<file path="config.mk">
export PLATFORM = sky130hd
export DESIGN_NAME = temp_sensor_reader
export DESIGN_NICKNAME = d
export VERILOG_FILES = /design/src/rtl/smart_room_pkg.sv /design/src/rtl/sync_2ff.sv /design/src/rtl/temp_sensor_reader.sv
export SDC_FILE = /design/constraint.sdc
export NUM_CORES = 1
export LEC_CHECK = 0
export CELL_PAD_IN_SITES_DETAIL_PLACEMENT = 1
export CELL_PAD_IN_SITES_GLOBAL_PLACEMENT = 2
export CORE_MARGIN = 2
export CORE_UTILIZATION = 37
export CTS_CLUSTER_SIZE = 8
export DETAILED_ROUTE_END_ITERATION = 8
export DONT_BUFFER_PORTS = 1
export PLACE_DENSITY = 0.82
export SETUP_SLACK_MARGIN = 0.15
export SLEW_MARGIN = 30
export SYNTH_ARGS = -nofsm -noshare
export SYNTH_HDL_FRONTEND = slang
export SYNTH_SLANG_ARGS = --single-unit
export TNS_END_PERCENT = 5
</file>
<file path="constraint.sdc">
create_clock -name clk -period 1.7 [get_ports clk]
set_input_delay 0.425 -clock clk [delete_from_list [all_inputs] [get_ports clk]]
set_output_delay 0.425 -clock clk [all_outputs]
set_load 0.03 [all_outputs]
</file>
<file path="src/rtl/smart_room_pkg.sv">
// smart_room_pkg: shared widths, defaults and receiver state encoding for Smart-Room blocks
package smart_room_pkg;
  localparam int TEMP_W = 6;
  localparam logic [TEMP_W-1:0] DEFAULT_RESET_TEMP = 6'd25;
  typedef enum logic [2:0] {
    IDLE      = 3'd0,
    START     = 3'd1,
    DATA      = 3'd2,
    PARITY    = 3'd3,
    STOP      = 3'd4,
    WAIT_HIGH = 3'd5
  } rx_state_t;
endpackage

</file>
<file path="src/rtl/sync_2ff.sv">
// sync_2ff: two-flop synchronizer for a single asynchronous input
module sync_2ff #(
  parameter logic RESET_VAL = 1'b1
) (
  input  logic clk,
  input  logic rst_n,
  input  logic d,
  output logic q
);
  logic meta;
  always_ff @(posedge clk or negedge rst_n) begin
    if (!rst_n) begin
      meta <= RESET_VAL;
      q    <= RESET_VAL;
    end else begin
      meta <= d;
      q    <= meta;
    end
  end
endmodule

</file>
<file path="src/rtl/temp_sensor_reader.sv">
// temp_sensor_reader: deserializes framed 6-bit sensor readings and publishes only verified ones
module temp_sensor_reader
  import smart_room_pkg::*;
#(
  parameter int                CLKS_PER_BIT = 16,
  parameter logic [TEMP_W-1:0] RESET_TEMP   = DEFAULT_RESET_TEMP
) (
  input  logic              clk,
  input  logic              rst_n,
  input  logic              sdata,
  output logic [TEMP_W-1:0] temp,
  output logic              temp_valid,
  output logic              parity_err,
  output logic              frame_err,
  output logic              busy
);
  localparam logic [7:0] HALF = 8'(CLKS_PER_BIT / 2);
  localparam logic [7:0] LAST = 8'(CLKS_PER_BIT - 1);
  rx_state_t         state;
  logic [7:0]        cnt;
  logic [2:0]        bits;
  logic [TEMP_W-1:0] shreg;
  logic              par_ok;
  logic              s;
  logic              tick;
  sync_2ff #(.RESET_VAL(1'b1)) u_sync (.clk(clk), .rst_n(rst_n), .d(sdata), .q(s));
  assign tick = cnt == LAST;
  assign busy = state != IDLE;
  always_ff @(posedge clk or negedge rst_n) begin
    if (!rst_n) begin
      state      <= IDLE;
      cnt        <= '0;
      bits       <= '0;
      shreg      <= '0;
      par_ok     <= 1'b0;
      temp       <= RESET_TEMP;
      temp_valid <= 1'b0;
      parity_err <= 1'b0;
      frame_err  <= 1'b0;
    end else begin
      temp_valid <= 1'b0;
      parity_err <= 1'b0;
      frame_err  <= 1'b0;
      case (state)
        IDLE: if (!s) begin
          state <= START;
          cnt   <= '0;
        end
        START: if (cnt == HALF) begin
          cnt   <= '0;
          bits  <= '0;
          state <= s ? IDLE : DATA;
        end else cnt <= cnt + 8'd1;
        DATA: if (tick) begin
          cnt   <= '0;
          shreg <= {shreg[TEMP_W-2:0], s};
          bits  <= bits + 3'd1;
          if (bits == 3'(TEMP_W - 1)) state <= PARITY;
        end else cnt <= cnt + 8'd1;
        PARITY: if (tick) begin
          cnt    <= '0;
          par_ok <= (^shreg ^ s) == 1'b0;
          state  <= STOP;
        end else cnt <= cnt + 8'd1;
        STOP: if (tick) begin
          cnt <= '0;
          // a broken stop bit outranks any parity verdict
          if (!s) begin
            frame_err <= 1'b1;
            state     <= WAIT_HIGH;
          end else begin
            state <= IDLE;
            if (par_ok) begin
              temp       <= shreg;
              temp_valid <= 1'b1;
            end else parity_err <= 1'b1;
          end
        end else cnt <= cnt + 8'd1;
        WAIT_HIGH: if (s) state <= IDLE;
        default: state <= IDLE;
      endcase
    end
  end
endmodule

</file>
=== Yosys cells after proc, flatten, opt, wreduce, memory -nomap -nowiden ===
Index checks and enable logic that the tools add are counted.

* Output and inout bits: 10
* Bits in registers: 32

* Reductions and logical operators: 12
* Equal/unequal tests: 15
* Add/subtract/negate cells: 2
* Mux-type cells: 28
* Bitwise logic cells: 2

{| class="wikitable"
|+ Operators by type and width
! cell !! number
|-
| $mux W3 || 10
|-
| $mux W8 || 3
|-
| $pmux W8 S3 || 1
|-
| $pmux W3 S6 || 1
|-
| $eq A8 B4 Y1 const B || 2
|-
| $ne A2 B2 Y1 const B || 6
|-
| $mux W1 || 11
|-
| $eq A3 B3 Y1 const B || 3
|-
| $add A8 B1 Y8 const B || 1
|-
| $reduce_and A7 Y1 || 1
|-
| $eq A3 B2 Y1 const B || 2
|-
| $pmux W3 S2 || 1
|-
| $reduce_and A2 Y1 || 3
|-
| $reduce_bool A3 Y1 || 2
|-
| $reduce_xor A6 Y1 || 1
|-
| $reduce_and A4 Y1 || 1
|-
| $add A3 B1 Y3 const B || 1
|-
| $eq A3 B1 Y1 const B || 1
|-
| $logic_not A3 Y1 || 1
|-
| $reduce_and A3 Y1 || 1
|-
| $reduce_or A3 Y1 || 1
|-
| $mux W2 || 1
|-
| $ne A2 B1 Y1 const B || 1
|-
| $reduce_bool A2 Y1 || 1
|-
| 2 further kinds || 2
|}

=== Longest topological paths before layout ===
* Word-level depth: 4
* Mapped depth: 7

=== Cells and area by module ===
From an unflattened synthesis, not the netlist that was laid out.

* Cell total of the unflattened synthesis: 153
* Area, all modules: 1686.6 µm²

{| class="wikitable"
|+ By module, submodules not included
! module !! sequential area each (µm²) !! cells an instance !! times used !! area each (µm²)
|-
| temp_sensor_reader || 754.5 || 151 || 1 || 1634.1
|-
| sync_2ff || 52.6 || 2 || 1 || 52.6
|}

=== Worst setup path before layout ===
Ideal clock, no wire load.

* Path kind: reg2reg
* Start point: register cnt[0]
* End point: register temp[1]
* Slack: -0.067 ns
* Clock period less this slack: 1.767 ns
* Cell stages (with the launch flop): 8
* Buffers on the path: 1
* Arrival time: 1.642 ns
* Path through: dfrtp_1 > ha_1 > and3_1 > clkbuf_1 > nand2_2 > nor2_2 > nand3_4 > mux2_4

* Word-level cells in the longest chain between the ends: 2

{| class="wikitable"
|+ Ends and longest elaborated chain
! item !! RTL line !! source
|-
| from (decl) || temp_sensor_reader.sv:20 || <nowiki>logic [7:0] cnt;</nowiki>
|-
| from (signal assigned) || temp_sensor_reader.sv:53 || <nowiki>end else cnt <= cnt + 8'd1;</nowiki>
|-
| from (signal assigned) || temp_sensor_reader.sv:59 || <nowiki>end else cnt <= cnt + 8'd1;</nowiki>
|-
| from (signal assigned) || temp_sensor_reader.sv:64 || <nowiki>end else cnt <= cnt + 8'd1;</nowiki>
|-
| $eq A8 B4 Y1 || temp_sensor_reader.sv:27 || <nowiki>assign tick = cnt == LAST;</nowiki>
|-
| $reduce_and A4 Y1 (no line) || - ||
|-
| to (signal assigned) || temp_sensor_reader.sv:74 || <nowiki>temp <= shreg;</nowiki>
|-
| to (decl) || temp_sensor_reader.sv:11 || <nowiki>output logic [TEMP_W-1:0] temp,</nowiki>
|}

No other way between the ends.
A chain may end at the register's enable or synchronous reset.

=== Final worst setup path ===
* Start point: register cnt[1]
* End point: register cnt[6]

* Word-level cells in the longest chain between the ends: 3
* Elaborated cells on any way between the ends: 6
* Those cells by class: add/sub: 1; eq/ne: 2; mux: 3

{| class="wikitable"
|+ Ends and longest elaborated chain
! item !! RTL line !! source
|-
| $add A8 B1 Y8 (tied with other cells) || - ||
|-
| $mux W8, on equally long branches || - ||
|-
| $pmux W8 S3 (*) || temp_sensor_reader.sv:44 || <nowiki>case (state)</nowiki>
|}

Every way passes the cells marked *; elsewhere a longest branch is shown, timed or not.

==> metrics <==
synth unique cells=42; P&R area growth vs syn=30.0%; CP delay by family, top=compound AO/OA/AOI/OAI gates; Final ANT Viol Nets=0; top_reg_cell synth=dfrtp_1; mean area per synthesized cell=10.9 sq um; GRT Residual Overflow=0; worst stage delay on the critical path=410 ps; post-synthesis sequential area ratio=49.7%; crit-path max FO=4; non-filler instance count after layout=237; unrepaired setup endpoints after global routing=yes; vias=1273; placed cell area=0.00186 sq mm; Inserted Clock Buffers=5; die width=70.3 microns; DRT Pass-1 Iters=4; vias in the first global route=1421; maximum clock frequency=579 MHz; CTS H-tree lvls=2; post-route cell area=0.00211 sq mm; Tmin final=1730 ps; outcome=finished, violations left; Final GP Congestion=0.799; setup_tns=-57.2 ps; PD cells=1280 mW/mm^2; share of post-route cells with drive strength above 1=39.5%; number of I/O pins=13; Post-synth EDFFs=0; Max-Cap Viols=0; die area=0.00494 sq mm; period utilization=102%; Routed WL=4.00 mm; Layout Skew=2.28 ps; Slew headroom=78.8%; drt initial violations=44; Critical Path RT=1870 ps; Tot Pwr=2.70 mW; worst reg2reg path depth=7; Syn Nets=156; static leakage=0.986 nW; drt drc=0; Worst VDD drop=0.000453 V; Worst Tran Pin Value=318 ps; total global-route track usage=18.3%; max-slew violation count=0; Setup violations, final=5; post-synthesis cell count=149; Rows=24; first-pass GRT wire length=7.03 mm; CP Capture Type=register; hold depth=0; pin count of the biggest net entering global routing=33; CP max stage cell=dfrtp_1; Worst Path Buf+Inv=2; antenna violations before repair=0; Antenna Diode Count=0; dpl cells=222; hold slack=137 ps; Hold Crit Class=input port to register; Mapped Area=0.00162 sq mm; Root Buffer=clkbuf_8; Startpoint Class=register; Avg Vias per Cell=5.37; CP Depth=7; Starting Density=37.8%; Core Box Area=0.00429 sq mm; nets=191; clock-pin slew of the registers on the worst-case setup and hold paths=70 ps; clk sink count=32; I/O Buffers=0; CTS tree=done; Clock Path Buffers=2; wire length per cell=16.9 microns; Synth warnings=0; failing checks=setup timing; Worst Path Class, Setup=register to register; dpl hpwl=2.84 mm; Final Worst Setup Slack=-28.6 ps; Critical Path, Cell by Cell=inv_2 -> ha_4 -> nand4b_1 -> a22oi_2 -> o211ai_1 -> buf_4 -> a22o_1; Die Y=70.3 microns; number of synthesized register bits=32; crit path DAT=1900 ps; Worst-Skew Late Latency=280 ps; Post-synth ARST share=100%; endpoints failing hold=0
cells by family after synthesis:
logic type / after synthesis / synth area share, %
AOI/OAI and AO/OA: 32 / 12.2
xor gates and xnor gates: 7 / 3.78
adders and majority gates: 4 / 3.08
buffers and inverters: 11 / 3.16
DFF: 32 / 49.7
muxes: 12 / 9.71
and+or+nand+nor: 51 / 18.4
registers in the layout, summed over array words and instances, names as in the netlist:
register,cells
cnt,8
shreg,6
temp,6
bits,3
state,3
frame_err,1
par_ok,1
parity_err,1
temp_valid,1
u_sync.meta,1
u_sync.q,1
path summary, 6_finish.rpt:
path / slack, ps / end / startpoint
worst max-delay path: -30 / cnt[6] / cnt[1]
worst min-delay path: 140 / u_sync.meta / sdata
worst max register to register: -30 / cnt[6] / cnt[1]
worst min register to register: 360 / u_sync.q / u_sync.meta
max in group asynchronous: 870 / u_sync.meta / rst_n
min in group asynchronous: 590 / state[1] / rst_n
layout by cell type (no fill, tap or decap), types with 2 or more instances in the layout:
cell / Yosys / layout
dfrtp_1: 27 / 26
nor3b_1: 3 / 2
and2b_1: 2 / 2
o21ai_0: 9 / 8
mux2_4: 6 / 6
buf_6: 0 / 2
nand3_1: 3 / 3
ha_1: 4 / 3
xor2_1: 2 / 2
xnor2_1: 5 / 5
clkbuf_8: 0 / 5
or3_1: 5 / 4
dfstp_2: 5 / 5
inv_1: 6 / 5
nand2_1: 15 / 15
a31oi_1: 2 / 2
nor2_4: 0 / 2
nand4_1: 2 / 2
a21o_1: 2 / 2
a21oi_1: 4 / 3
o21ai_1: 7 / 8
nor3_1: 3 / 3
nand3_4: 1 / 2
nand2b_1: 2 / 2
mux2_2: 6 / 6
nor2_1: 7 / 6
buf_4: 2 / 29
stage by stage:
| stage | utilization [%] | setup slack (ps) |
|---|---|---|
| 2_1_floorplan | - | 2.58 |
| 3_3_place_gp | 43.3 | 37.8 |
| 3_5_place_dp | 43.3 | -56.3 |
| 4_1_cts | 48.8 | 0.0275 |
| 5_1_grt | 49.2 | -130 |
| 6_report | 49.2 | -28.6 |
power by group:
group	internal, mW	leakage (nW)	switching [mW]
combinational	0.514	0.512	0.527
clock	0.435	0.0552	0.281
sequential	0.840	0.419	0.101
total	1.79	0.986	0.909
cell type report:
| class | count | area [sq um] |
|---|---|---|
| inverters | 6 | 22.5 |
| fillers | 470 | 2180 |
| flip-flops and latches | 32 | 808 |
| multi-input cells | 106 | 837 |
| well taps | 52 | 65.1 |
| clock buffers | 6 | 72.6 |
| clock inverters | 2 | 35.0 |
| repair buffers | 33 | 270 |
per-layer routing:
| metal | routed length, microns | vias up | share of wire, % | global-route usage [%] |
|---|---|---|---|---|
| li1 | - | 592 | - | - |
| met1 | 1710 | 646 | 43 | 22.1 |
| met3 | 133 | 6 | 3.3 | 3.90 |
| met5 | 0 | - | 0 | 0 |
| met2 | 2100 | 29 | 52 | 31.8 |
| met4 | 68 | 0 | 1.7 | 7.05 |
cells in the mapped netlist, types with 2 or more instances:
master,instances,share of area (%)
a21o_1,2,0.92
buf_2,2,0.62
inv_1,6,1.4
nor3b_1,3,1.4
o21ai_1,7,2.2
nand2_1,15,3.5
mux2_2,6,4.2
nor2_1,7,1.6
nand2b_1,2,0.77
dfstp_2,5,8.1
o21ai_0,9,2.8
a31oi_1,2,0.77
nor3_1,3,0.92
nand3_1,3,0.92
xnor2_1,5,2.7
nand4_1,2,0.77
and2b_1,2,0.92
buf_4,2,0.92
ha_1,4,3.1
xor2_1,2,1.1
or3_1,5,1.9
dfrtp_1,27,42
a21oi_1,4,1.2
mux2_4,6,5.5
repair_timing:
item                       CTS  global route
pin swaps                    7             3
resized for setup           13             4
setup buffers                5             0
gates cloned                 0             0
hold endpoints to repair    32             0
hold buffers                 2             0
setup endpoints to repair   27            28
No activity file was read; power rests on OpenSTA's default activity.
